===== config.mk =====
export PLATFORM = sky130hd
export DESIGN_NAME = sobel_window_gen
export DESIGN_NICKNAME = d
export VERILOG_FILES = /design/src/rtl/sobel_window_gen.sv
export SDC_FILE = /design/constraint.sdc
export NUM_CORES = 2
export LEC_CHECK = 0
export ABC_AREA = 1
export CAP_MARGIN = 5
export CORE_MARGIN = 2
export CORE_UTILIZATION = 40
export DETAILED_ROUTE_END_ITERATION = 10
export PLACE_DENSITY = 0.53
export SYNTH_ARGS = -nofsm -noshare
export SYNTH_HDL_FRONTEND = slang
export SYNTH_SLANG_ARGS = --single-unit
export TNS_END_PERCENT = 20

===== constraint.sdc =====
create_clock -name ClkPort -period 5.5 [get_ports ClkPort]
set_clock_uncertainty 0.15 [all_clocks]
set_input_delay 0.55 -clock ClkPort [delete_from_list [all_inputs] [get_ports ClkPort]]
set_output_delay 0.55 -clock ClkPort [all_outputs]
set_load 0.02 [all_outputs]

===== src/rtl/sobel_window_gen.sv =====
// Streams raster-order pixels through two line buffers and emits every interior 3x3 window.
// Optional macro FRAME_CNT_EN adds a 16-bit frame_count output.
module sobel_window_gen #(
    parameter int WIDTH = 128,
    parameter int DEPTH = 128,
    parameter int PIX_W = 8,
    localparam int XW = $clog2(WIDTH),
    localparam int YW = $clog2(DEPTH)
) (
    input  logic               ClkPort,
    input  logic               ResetN,
    input  logic               in_valid,
    output logic               in_ready,
    input  logic [PIX_W-1:0]   in_pixel,
    output logic               out_valid,
    input  logic               out_ready,
    output logic [9*PIX_W-1:0] out_window,
    output logic [XW-1:0]      out_x,
    output logic [YW-1:0]      out_y,
    output logic               out_last
`ifdef FRAME_CNT_EN
    ,
    output logic [15:0]        frame_count
`endif
);

    logic [XW-1:0]    col;
    logic [YW-1:0]    row;
    logic [PIX_W-1:0] lb1 [WIDTH];
    logic [PIX_W-1:0] lb2 [WIDTH];
    logic [PIX_W-1:0] win [3][3];
    logic [PIX_W-1:0] lb1_rd;
    logic [PIX_W-1:0] lb2_rd;
    logic             accept;
    logic             emit;
    logic             col_end;
    logic             row_end;

    // valid/ready: a transfer happens on a rising edge where valid && ready; a held
    // out_valid keeps all out_* stable, and the input side stalls only while a window waits.
    assign in_ready = !out_valid || out_ready;
    assign accept   = in_valid && in_ready;
    assign col_end  = (col == XW'(WIDTH - 1));
    assign row_end  = (row == YW'(DEPTH - 1));
    assign emit     = (col >= XW'(2)) && (row >= YW'(2));
    assign lb1_rd   = lb1[col];
    assign lb2_rd   = lb2[col];

    always_ff @(posedge ClkPort) begin
        if (accept) begin
            lb2[col] <= lb1_rd;
            lb1[col] <= in_pixel;
        end
    end

    always_ff @(posedge ClkPort or negedge ResetN) begin
        if (!ResetN) begin
            col <= '0;
            row <= '0;
        end else if (accept) begin
            if (col_end) begin
                col <= '0;
                row <= row_end ? '0 : row + YW'(1);
            end else begin
                col <= col + XW'(1);
            end
        end
    end

    always_ff @(posedge ClkPort or negedge ResetN) begin
        if (!ResetN) begin
            for (int r = 0; r < 3; r++) begin
                for (int c = 0; c < 3; c++) begin
                    win[r][c] <= '0;
                end
            end
        end else if (accept) begin
            for (int r = 0; r < 3; r++) begin
                win[r][0] <= win[r][1];
                win[r][1] <= win[r][2];
            end
            win[0][2] <= lb2_rd;
            win[1][2] <= lb1_rd;
            win[2][2] <= in_pixel;
        end
    end

    // The window column at x<2 still holds the previous row's tail, hence the emit gate.
    always_ff @(posedge ClkPort or negedge ResetN) begin
        if (!ResetN) begin
            out_valid <= 1'b0;
            out_last  <= 1'b0;
            out_x     <= '0;
            out_y     <= '0;
        end else if (accept) begin
            out_valid <= emit;
            out_last  <= emit && col_end && row_end;
            if (emit) begin
                out_x <= col - XW'(1);
                out_y <= row - YW'(1);
            end
        end else if (out_ready) begin
            out_valid <= 1'b0;
            out_last  <= 1'b0;
        end
    end

    always_comb begin
        out_window = '0;
        for (int r = 0; r < 3; r++) begin
            for (int c = 0; c < 3; c++) begin
                out_window[PIX_W*(3*r+c) +: PIX_W] = win[r][c];
            end
        end
    end

`ifdef FRAME_CNT_EN
    always_ff @(posedge ClkPort or negedge ResetN) begin
        if (!ResetN) begin
            frame_count <= '0;
        end else if (out_valid && out_ready && out_last) begin
            frame_count <= frame_count + 16'd1;
        end
    end
`endif

endmodule


==> impl_metrics.tcl <==
set metrics [dict create \
    postRouteWirelength_um 268000 \
    die_w_um 477 \
    ys_ff_latch 2150 \
    register_area_um2 64100 \
    synthMuxAreaShare_pct 0 \
    vias_per_cell 5.10 \
    crit_path_end_kind "flip-flop" \
    clkSlewWorstSetupHoldPaths_ns 0.06 \
    grt_overflow 0 \
    holdCritStartpoint "in_pixel[1]" \
    path_max_fanout 93 \
    drive_gt1_share_pct 6.98 \
    slew_headroom_pct 7.51 \
    dp_slack_ns 0.806 \
    slew_violations 0 \
    r2r_start "col[0]$_DFFE_PN0P_" \
    synth_top_family_by_area "simple AND/OR/NAND/NOR gates" \
    cts_buffers 223 \
    holdCritPathClass "in -> reg" \
    crit_path_start "col[0]$_DFFE_PN0P_" \
    syn-cell-area_um2 89600 \
    fmax_ghz 0.211 \
    die-area_um2 228000 \
    path_buf_inv 4 \
    cts-root-buf "clkbuf_16" \
    ant_nets 0 \
    synth-simple-area-share_pct 24.0 \
    grt_pass1_vias 58082 \
    syn_to_final_growth_pct 14.0 \
    crit_path_frequent_cell "nand2_1" \
    status "finished clean" \
    htree_num_levels 4 \
    reg2reg_setup_slack_ns 0.77 \
    slowest_delay_ns 0.65 \
    synth_compound_area_share_pct 1.60 \
    place_area_um2 95000 \
    setup_viol 0 \
    worstMarginPinSlew_ns 1.39 \
    holdPathStages 1 \
    die_h_um 477 \
    final.min_clock_period_ns 4.73 \
    hold_slack_ns 0.0473 \
    clock_latency_ns 0.88 \
    synth_xor_xnor_area_share_pct 0.127 \
    post_cts_resize_count 0 \
    syn_inst 8638 \
    synth_area_per_cell_um2 10.4 \
    grt_pass1_wl_um 397000 \
    synth_area_leaders "edfxtp_1 (69%), nand2_1 (22%), dfrtp_1 (2.8%)" \
    fin_crit_sh_pct 86.0 \
    cp_top_family "simple AND/OR/NAND/NOR gates" \
    hold_end "lb1[29][1]$_DFFE_PP_" \
    antenna_found_initial 7 \
    fin_util_pct 45.9 \
    hpwl_um 153000 \
    powerDensity_nw_per_um2 532 \
    setup_ws_ns 0.770 \
    drt-initial-drc-count 5834 \
    grt_setup_unrepaired "false" \
    nets 8833 \
    std_cell_rows 173 \
    critPathSlowestCell "dfrtp_4" \
    ios 101 \
    gp_congestion 0.844 \
    reg2reg_depth 16 \
    cts_tree "yes" \
    hold_viol 0 \
    start_util_pct 40.3 \
    syn-num-nets 8656 \
    synthAdderAreaFrac_pct 0.0838 \
    grt_start_max_net_pins 130 \
    clk_path_buf_depth 3 \
    cts_setup_buffers 0 \
    path_class "reg -> reg" \
    vias 61066 \
    synth_warnings 0 \
    synthFlopType "edfxtp_1" \
    fin_area_um2 102000 \
    synth_cell_types 34 \
    place.port_buffers 100 \
    core_area_um2 223000 \
    clkSinkCount 2150 \
    wl_per_cell_um 22.4 \
    grt_use_total_pct 23.2 \
    critical_path.cell_chain "inv_8 > buf_12 > buf_12 > nand2_1 > nand2_1 > nand2_1 > nand2_1 > nand2_1 > nand2_1 > nand2_1 > nand2_1 > nor2_1 > nor2_1 > nor2_1 > nand2_4 > buf_12" \
    synth_edf_count 2048 \
    synth.top_cell.area_share_pct 68.7 \
    yosysSeqAreaShare_pct 71.5 \
    max-vdd-ir-drop_mv 0.806 \
    worst-endpoint-required_ns 6.00 \
    nFillCells 20764 \
    fin_setup_tns_ns 0 \
    cap_violations 0 \
    arrival_ns 5.23 \
    firstDrtPassIters 6 \
    ctsHoldBuffers 6 \
    multi_input_area_um2 23200 \
    p_leak_nw 41.5 \
    reg2reg_to "lb2[100][5]$_DFFE_PP_" \
    drc 0 \
    yosys.area.top_type "edfxtp_1" \
    critPathLaunchType "flip-flop" \
    async_flop_share_pct 4.74 \
]
## metrics by stage
stage / instances / total power [mW]
after floorplan: 8638 / 31.9
after global placement: 11559 / 39.8
after detailed placement: 11559 / 39.9
after CTS: 11975 / 54.6
after global routing: 11976 / 56.8
final: 11976 / 54.3
## area by class of cell
type                       count  share of cell area, %
tap                         2975                   3.65
timing repair buffer         395                   3.66
sequential                  2150                   62.8
multi-input combinational   5961                   22.7
inverter                      84                  0.331
antenna                        1                0.00245
clock buffer                 290                   5.82
clock inverter               120                   1.05
## metal layers
| metal | global-route usage (%) | wire (µm) |
|---|---|---|
| met1 | 33.1 | 119000 |
| met3 | 3.21 | 17200 |
| met2 | 37.2 | 125000 |
| met5 | 0 | 12 |
| met4 | 6.48 | 7140 |
## where the power goes
group	internal, mW	switching (mW)
clock network	8.24	6.43
logic	4.12	13.8
registers	21.3	0.349
total	33.7	20.6
## how the worst max path moves through the flow
| stage | endpoint | slack, ns | cells after the start |
|---|---|---|---|
| CTS | lb2[79][5]$_DFFE_PP_ | 0.76 | 16 |
| detailed placement | lb2[115][5]$_DFFE_PP_ | 0.81 | 16 |
| global route | lb2[114][5]$_DFFE_PP_ | 0.49 | 16 |
| floorplan | lb2[0][6]$_DFFE_PP_ | 0.96 | 12 |
| finish | lb2[100][5]$_DFFE_PP_ | 0.77 | 16 |
| global placement | lb2[113][5]$_DFFE_PP_ | 0.79 | 16 |
## Yosys cell counts, types with 2 or more instances
cell type  count
a21oi_1      154
and2_0         3
xnor2_1        2
inv_2          5
o21ai_0       85
a31oi_1        5
buf_6          3
nor2_1       295
nand4_1       31
buf_1         53
ha_1           6
nor3_1         3
nand3_1       59
or2_2         10
or2_0          2
clkbuf_1     106
a22oi_1        9
o211ai_1       2
buf_4         19
and2_1         3
xor2_1        11
edfxtp_1    2048
buf_2        261
nand3b_1       5
dfrtp_1      102
or2_1          3
o21ai_1       23
inv_1         78
nor2_2         7
nand2_1     5241
## registers in the layout, summed over array words and instances, names as in the netlist
name / flops
lb1: 1024
lb2: 1024
out_window: 72
col: 7
out_x: 7
out_y: 7
row: 7
out_last: 1
out_valid: 1
## cell usage in the layout (no fill, tap or decap), types with 63 or more instances in the layout
cell type / n
a21oi_1: 154
buf_4: 251
clkbuf_16: 224
clkdlybuf4s50_1: 91
clkinv_1: 63
dfrtp_1: 99
edfxtp_1: 2048
inv_1: 76
nand2_1: 5233
nor2_1: 291
o21ai_0: 85
## kinds of logic (layout without fill, tap and decap cells)
kind of cell    Yosys count  in the layout
compound gates          279            279
xor+xnor                 13             13
fa+ha+maj                 6              6
buf+inv                 527            889
flops                  2150           2150
other cells               0              1
simple gates           5663           5663
No activity file was read; power rests on OpenSTA's default activity.
